### config.mk
export PLATFORM = sky130hd
export DESIGN_NAME = modulation_settings_ctrl
export DESIGN_NICKNAME = d
export VERILOG_FILES = /design/src/rtl/modulation_settings_ctrl.sv
export SDC_FILE = /design/constraint.sdc
export NUM_CORES = 1
export LEC_CHECK = 0
export ABC_AREA = 1
export BUFFER_PORTS_ARGS = -buffer_cell sky130_fd_sc_hd__clkbuf_2
export CAP_MARGIN = 10
export CORE_AREA = 4 4 158 160
export DETAILED_ROUTE_END_ITERATION = 12
export DIE_AREA = 0 0 162 164
export PLACE_DENSITY = 0.84
export SLEW_MARGIN = 10
export SYNTH_ARGS = -nofsm -noshare
export SYNTH_HDL_FRONTEND = slang
export SYNTH_SLANG_ARGS = --single-unit
### constraint.sdc
create_clock -name clk_i -period 19.7 [get_ports clk_i]
set_clock_uncertainty 0.05 [all_clocks]
set_input_delay 1.97 -clock clk_i [delete_from_list [all_inputs] [get_ports clk_i]]
set_output_delay 1.97 -clock clk_i [all_outputs]
set_load 0.02 [all_outputs]
### src/rtl/modulation_settings_ctrl.sv
// Configuration sequencer for the modulation pipeline (timer / swapchain / multiplier).
// Latency: commit write at edge N with downstream idle -> UPDATE high in cycle N+3.
// Backpressure: waits in WAIT_READY while downstream_busy_i is high, aborts after TIMEOUT cycles.
module modulation_settings_ctrl #(
  parameter int unsigned MIN_FREQ_DIV = 512,
  parameter logic [7:0]  MAX_MODE     = 8'h04,
  parameter int unsigned TIMEOUT      = 65535
) (
  input  logic        clk_i,
  input  logic        rst_i,
  input  logic        wr_en_i,
  input  logic [3:0]  wr_addr_i,
  input  logic [15:0] wr_data_i,
  input  logic        downstream_busy_i,
  output logic        req_rd_segment_o,
  output logic [14:0] cycle_o,
  output logic [15:0] freq_div_o,
  output logic [15:0] rep_o,
  output logic [63:0] transition_o,
  output logic        update_o,
  output logic        busy_o,
  output logic [2:0]  err_o
);

  // One full settings bank; staging, shadow and active banks share this layout.
  typedef struct packed {
    logic        seg;
    logic [14:0] cycle;
    logic [15:0] freq_div;
    logic [15:0] rep;
    logic [63:0] transition;
  } mod_settings_t;

  typedef enum logic [1:0] {
    S_IDLE       = 2'd0,
    S_CHECK      = 2'd1,
    S_WAIT_READY = 2'd2,
    S_COMMIT     = 2'd3
  } state_t;

  // Register map.
  localparam logic [3:0] A_CTL      = 4'd0;
  localparam logic [3:0] A_SEG      = 4'd1;
  localparam logic [3:0] A_CYCLE    = 4'd2;
  localparam logic [3:0] A_FREQ_DIV = 4'd3;
  localparam logic [3:0] A_REP      = 4'd4;
  localparam logic [3:0] A_TR0      = 4'd5;
  localparam logic [3:0] A_TR1      = 4'd6;
  localparam logic [3:0] A_TR2      = 4'd7;
  localparam logic [3:0] A_TR3      = 4'd8;

  // Timeout counter is at least 17 bits so it can never wrap before reaching TIMEOUT.
  localparam int CNT_W = ($clog2(TIMEOUT + 1) > 17) ? $clog2(TIMEOUT + 1) : 17;
  localparam logic [CNT_W-1:0] CNT_LIMIT = CNT_W'(TIMEOUT);
  localparam logic [CNT_W-1:0] CNT_ONE   = CNT_W'(1);

  localparam logic [15:0] MIN_DIV = 16'(MIN_FREQ_DIV);

  // Reset contents: everything zero except the divider, which resets to its legal minimum.
  localparam mod_settings_t RESET_BANK = '{
    seg:        1'b0,
    cycle:      15'd0,
    freq_div:   MIN_DIV,
    rep:        16'd0,
    transition: 64'd0
  };

  mod_settings_t    staging_q, staging_d;
  mod_settings_t    shadow_q,  shadow_d;
  mod_settings_t    active_q,  active_d;
  state_t           state_q,   state_d;
  logic [CNT_W-1:0] cnt_q,     cnt_d;
  logic [2:0]       err_q,     err_d;
  logic             update_q,  update_d;

  logic             ctl_wr;
  logic             commit_req;
  logic             clear_req;
  logic [2:0]       err_set;
  logic [CNT_W-1:0] cnt_inc;
  logic             shadow_invalid;

  assign ctl_wr     = wr_en_i && (wr_addr_i == A_CTL);
  assign commit_req = ctl_wr && wr_data_i[0];
  assign clear_req  = ctl_wr && wr_data_i[1];
  assign cnt_inc    = cnt_q + CNT_ONE;

  // Validation is done on the shadow bank so staging writes mid-sequence cannot race the check.
  assign shadow_invalid = (shadow_q.freq_div < MIN_DIV) ||
                          (shadow_q.transition[63:56] > MAX_MODE);

  // Staging bank: CPU writes land here only; addresses 9..15 are ignored.
  always_comb begin
    staging_d = staging_q;
    if (wr_en_i) begin
      case (wr_addr_i)
        A_SEG:      staging_d.seg               = wr_data_i[0];
        A_CYCLE:    staging_d.cycle             = wr_data_i[14:0];
        A_FREQ_DIV: staging_d.freq_div          = wr_data_i;
        A_REP:      staging_d.rep               = wr_data_i;
        A_TR0:      staging_d.transition[15:0]  = wr_data_i;
        A_TR1:      staging_d.transition[31:16] = wr_data_i;
        A_TR2:      staging_d.transition[47:32] = wr_data_i;
        A_TR3:      staging_d.transition[63:48] = wr_data_i;
        default:    staging_d = staging_q;
      endcase
    end
  end

  // Sequencer next state: snapshot, validate, wait for downstream idle, load active bank.
  always_comb begin
    state_d  = state_q;
    shadow_d = shadow_q;
    active_d = active_q;
    cnt_d    = cnt_q;
    update_d = 1'b0;
    err_set  = 3'b000;

    case (state_q)
      S_IDLE: begin
        if (commit_req) begin
          shadow_d = staging_q;
          state_d  = S_CHECK;
        end
      end

      S_CHECK: begin
        if (shadow_invalid) begin
          err_set[0] = 1'b1;
          state_d    = S_IDLE;
        end else begin
          cnt_d   = '0;
          state_d = S_WAIT_READY;
        end
      end

      S_WAIT_READY: begin
        if (!downstream_busy_i) begin
          state_d = S_COMMIT;
        end else begin
          cnt_d = cnt_inc;
          if (cnt_inc == CNT_LIMIT) begin
            err_set[1] = 1'b1;
            state_d    = S_IDLE;
          end
        end
      end

      S_COMMIT: begin
        active_d = shadow_q;
        update_d = 1'b1;
        state_d  = S_IDLE;
      end

      default: state_d = S_IDLE;
    endcase

    // A commit request arriving mid-sequence is dropped and flagged; the in-flight one proceeds.
    if (commit_req && (state_q != S_IDLE)) begin
      err_set[2] = 1'b1;
    end
  end

  // Sticky error bits: clear applies first so an error raised in the same cycle survives.
  always_comb begin
    err_d = clear_req ? 3'b000 : err_q;
    err_d = err_d | err_set;
  end

  // State and bank registers; reset aborts any sequence without an UPDATE.
  always_ff @(posedge clk_i or posedge rst_i) begin
    if (rst_i) begin
      staging_q <= RESET_BANK;
      shadow_q  <= RESET_BANK;
      active_q  <= RESET_BANK;
      state_q   <= S_IDLE;
      cnt_q     <= '0;
      err_q     <= 3'b000;
      update_q  <= 1'b0;
    end else begin
      staging_q <= staging_d;
      shadow_q  <= shadow_d;
      active_q  <= active_d;
      state_q   <= state_d;
      cnt_q     <= cnt_d;
      err_q     <= err_d;
      update_q  <= update_d;
    end
  end

  assign req_rd_segment_o = active_q.seg;
  assign cycle_o          = active_q.cycle;
  assign freq_div_o       = active_q.freq_div;
  assign rep_o            = active_q.rep;
  assign transition_o     = active_q.transition;
  assign update_o         = update_q;
  assign busy_o           = (state_q != S_IDLE);
  assign err_o            = err_q;

endmodule

# Yosys cells after proc, flatten, opt, wreduce, memory -nomap -nowiden

Index checks and enable logic that the tools add are counted.

Register bits after elaboration: 359
Input bits: 24
Word-level logic and storage cells: 78

Add/sub/neg operators: 1
Magnitude comparators: 2
Equal/unequal tests: 16
Multiplexer cells: 16
Bitwise operators: 1
Reduce and logical (&&, ||, !) cells: 20

Operators with widths:

| cell                    | count |
|---|---|
| $mux W17                | 2 |
| $pmux W17 S2            | 1 |
| $reduce_and A2 Y1       | 10 |
| $add A17 B1 Y17 const B | 1 |
| $eq A17 B16 Y1 const B  | 1 |
| $eq A4 B3 Y1 const B    | 4 |
| $lt A16 B10 Y1 const B  | 1 |
| $eq A4 B2 Y1 const B    | 2 |
| $gt A8 B3 Y1 const B    | 1 |
| $mux W2                 | 4 |
| $pmux W2 S4             | 1 |
| $mux W1                 | 7 |
| $ne A2 B2 Y1 const B    | 3 |
| $eq A2 B2 Y1 const B    | 2 |
| $eq A4 B1 Y1 const B    | 1 |
| $eq A4 B4 Y1 const B    | 1 |
| $logic_and A1 B1 Y1     | 4 |
| $logic_not A4 Y1        | 1 |
| $reduce_bool A2 Y1      | 2 |
| $mux W3                 | 1 |
| $ne A3 B3 Y1 const B    | 1 |
| $or A3 B3 Y3            | 1 |
| $reduce_and A3 Y1       | 1 |
| $eq A2 B1 Y1 const B    | 1 |
| other kinds (2)         | 2 |

# Longest topological paths before layout

Depth after elaboration: 6
Gate-level depth with buffers: 13
Depth with buffers taken out: 13

# Worst setup path before layout

OpenSTA, ideal clock, no wires.

Path kind: input -> register
Start: in wr_addr_i[3]
End: reg shadow_q[53] (netlist name)
Arrival time: 2997 ps
Data required time: 19525 ps
Path slack: 16528 ps
Stages: 7
Path buffers: 2
Cells stage by stage: nor3_4 nand2_1 inv_2 nand3_2 buf_6 buf_6 mux2_4

Cells in the longest elaborated chain, start to end: 4

RTL lines:

| what                        | RTL line | RTL |
|---|---|---|
| start: declaration          | 12       | `input logic [3:0] wr_addr_i,` |
| $logic_not A4 Y1            | 83       | `assign ctl_wr = wr_en_i && (wr_addr_i == A_CTL);` |
| $logic_and A1 B1 Y1         | 83       |  |
| $logic_and A1 B1 Y1         | 84       | `assign commit_req = ctl_wr && wr_data_i[0];` |
| $reduce_and A2 Y1 (no line) | --       |  |
| end signal: assignment      | 182      | `shadow_q <= shadow_d;` |
| end: declaration            | 69       | `mod_settings_t shadow_q, shadow_d;` |

Every way passes these cells.
A chain may end at the register's enable or synchronous reset.

# Worst setup path after layout

Start: in wr_addr_i[3]
End: reg shadow_q[72] (netlist name)

The elaborated chain is that of the path after synthesis.

==> out/qor.txt <==
Seq cells post-synth: 359
deepest clock path buffer count: 3
global route overflow: 0
DRC Markers: 0
post-synthesis mux area share: 0.0497
Mapped Cells: 1380
Post-Place Worst Slack: 14.83 ns
max-cap viol count: 0
Cell Pwr Density: 131 mW/mm2
Fmax: 224 MHz
die width: 162 um
Initial Util: 0.593
vias in the first global route: 9935
Final Setup Violations: 0
Worst Hold Class: reg2reg
PortBufs: 140
gpl congestion: 0.917
worst path required time: 20.05 ns
Max VDD drop: 0.0000608 V
Seq/Total Area, Yosys: 0.647
internal reg-to-reg setup slack: 16.66 ns
Mapped Area: 0.0139 mm2
CTS Sinks: 359
CP max-delay cell: buf_4
Post-synth EDFFs: 0
row cnt: 56
critical path class: in2reg
setup repair after global routing missed its margin: no
drt initial violations: 970
core region area: 0.0234 mm2
FF/Latch Area: 0.00899 mm2
final worst slack: 15.23 ns
Skew-Pair Late Insertion Delay: 0.51 ns
CP Cell Sequence: clkbuf_2 -> nor3_4 -> nand2_1 -> inv_2 -> nand3_4 -> buf_4 -> mux2_4
initial antenna violation count: 0
Tmin final: 4.47 ns
CP Capture Type: flip-flop
cell count after placement: 1779
Top Family by Delay on Critical Path: simple AND/OR/NAND/NOR gates
setup TNS: 0 ns
Finished Layout Cells: 1840
worst path bufs/invs: 3
final hold viol count: 0
crit-path max FO: 93
CTS tree: yes
Antenna Violating Nets Remaining: 0
post-synthesis simple-gate area fraction: 0.149
Power, Total: 2.08 mW
measured slew at the worst slew-check pin: 1.14 ns
Ys Warns: 0
HPWL Detailed: 19.7 mm
Final Cell Area: 0.0159 mm2
XOR/XNOR Fraction of Synth Area: 0.000631
fillers: 1653
GRT Resource Usage Total: 0.250
post-CTS setup buffer count: 0
wire per inst: 17.6 um
CTS root buf: clkbuf_16
fin util: 0.678
Lkg Pwr: 8.48 nW
post-synthesis area per instance: 10.1 um2
status: finished, final reports clean
CTS Hold Bufs: 0
drt pass-1 iters: 6
post-CTS resize count: 0
Cell Area, Placed: 0.0147 mm2
Antenna diodes: 0
Post-Syn Nets: 1406
layout cells sized above 1: 0.181
Rel. slew slack: 0.238
area of the die: 0.0266 mm2
nets@finish: 1523
synthesized-area fraction occupied by adder cells: 0.00180
area of the multi-input gates: 0.00415 mm2
H-tree lvl count: 2
vias per cell: 5.41
Async SR Flop Fraction: 1.00
CTS clk-pin slew, worst paths: 0.06 ns
main combinational cell family by area after synthesis: simple AND/OR/NAND/NOR gates
post-synth cell types: 32
post-synthesis compound-gate area fraction: 0.0971
total number of vias: 9954
critical path arrival: 4.82 ns
Crit path largest cell delay: 0.81 ns
pin count of the biggest net entering global routing: 136
CP Launch Type: primary input
WHS: 0.424 ns
Area growth, synth to finish: 14.3%
Final Max Tran Viols: 0
total CTS buffers: 35
WL final: 32.3 mm
global-route wire length before repair: 52.2 mm
predominant post-synthesis flop cell: dfrtp_1
Die H: 164 um
IO Pins: 141
fin crit share: 0.227
cells by family after synthesis:
group / after synthesis
AOI/OAI and AO/OA: 259
xor gates and xnor gates: 1
adders and majority gates: 2
buffers and inverters: 178
DFF: 359
muxes: 51
and+or+nand+nor: 530
cell usage in the layout (no fill, tap or decap), types with 2 or more instances in the layout:
cell type	count
a21oi_1	53
a21oi_2	10
buf_4	6
clkbuf_1	5
clkbuf_16	36
clkbuf_2	140
clkbuf_8	10
clkinv_2	5
dfrtp_1	356
dfstp_2	3
ha_1	2
inv_1	108
inv_2	2
inv_6	2
mux2_2	20
mux2_4	31
nand2_1	405
nand3_1	21
nand4_1	4
nor2_1	91
nor4_1	2
o21ai_0	190
o22ai_1	3
per-layer routing:
layer | vias to the layer above | GRT usage | part of all wire
met3 | 83 | 0.0517 | 0.079
met1 | 4848 | 0.327 | 0.40
met2 | 386 | 0.414 | 0.49
li1 | 4637 | - | -
met5 | - | 0 | 0
met4 | 0 | 0.0988 | 0.036
cell type report:
cell class,instances,area share
Clock buffer,51,0.0666
Inverter,112,0.0270
Multi-Input combinational cell,843,0.262
Timing Repair Buffer,146,0.0470
Tap cell,319,0.0252
Clock inverter,10,0.00615
Sequential cell,359,0.566
synth_stat cells, types with 3 or more instances:
| library cell | n | area, um2 |
|---|---|---|
| mux2_4 | 31 | 465 |
| clkbuf_1 | 49 | 184 |
| nand3_1 | 21 | 105 |
| o22ai_1 | 3 | 18.8 |
| buf_2 | 3 | 15.0 |
| nand4_1 | 4 | 25.0 |
| mux2_2 | 20 | 225 |
| nand2_1 | 406 | 1520 |
| dfstp_2 | 3 | 78.8 |
| buf_6 | 11 | 124 |
| nor2_1 | 91 | 342 |
| a21oi_2 | 10 | 87.6 |
| a21oi_1 | 53 | 265 |
| inv_1 | 109 | 409 |
| o21ai_0 | 190 | 951 |
| dfrtp_1 | 356 | 8910 |
flip-flops by register name, indices dropped and copies added, names as in the netlist:
register and cells:
err_o 3, cycle_o 15, update_o 1, transition_o 64, rep_o 16, freq_div_o 16
cnt_q 17, req_rd_segment_o 1, staging_q 112, state_q 2, shadow_q 112
worst min-delay path, cell delays in order (launching register included):
cell	delay, ns
dfrtp_1	0.34
nand2_1	0.05
nand2_1	0.05
path summary, 6_finish.rpt:
kind | startpoint | end | cells after the start
setup / recovery | wr_addr_i[3] | shadow_q[72]$_DFFE_PP0P_ | 7
hold / removal | shadow_q[96]$_DFFE_PP0P_ | cycle_o[0]$_DFFE_PP0P_ | 2
setup reg to reg | state_q[0]$_DFFE_PP0P_ | shadow_q[94]$_DFFE_PP0P_ | 4
hold reg to reg | shadow_q[96]$_DFFE_PP0P_ | cycle_o[0]$_DFFE_PP0P_ | 2
max in group asynchronous | rst_i | shadow_q[4]$_DFFE_PP0P_ | 4
min in group asynchronous | rst_i | staging_q[71]$_DFFE_PP0P_ | 2
report_power, final:
part           switching (mW)  leakage [nW]  internal [mW]  total [mW]
combinational           0.258          3.39          0.139       0.397
sequential              0.104          4.52          0.917        1.02
clock                   0.276         0.575          0.388       0.664
total                   0.638          8.48           1.44        2.08
No activity file was read; power rests on OpenSTA's default activity.
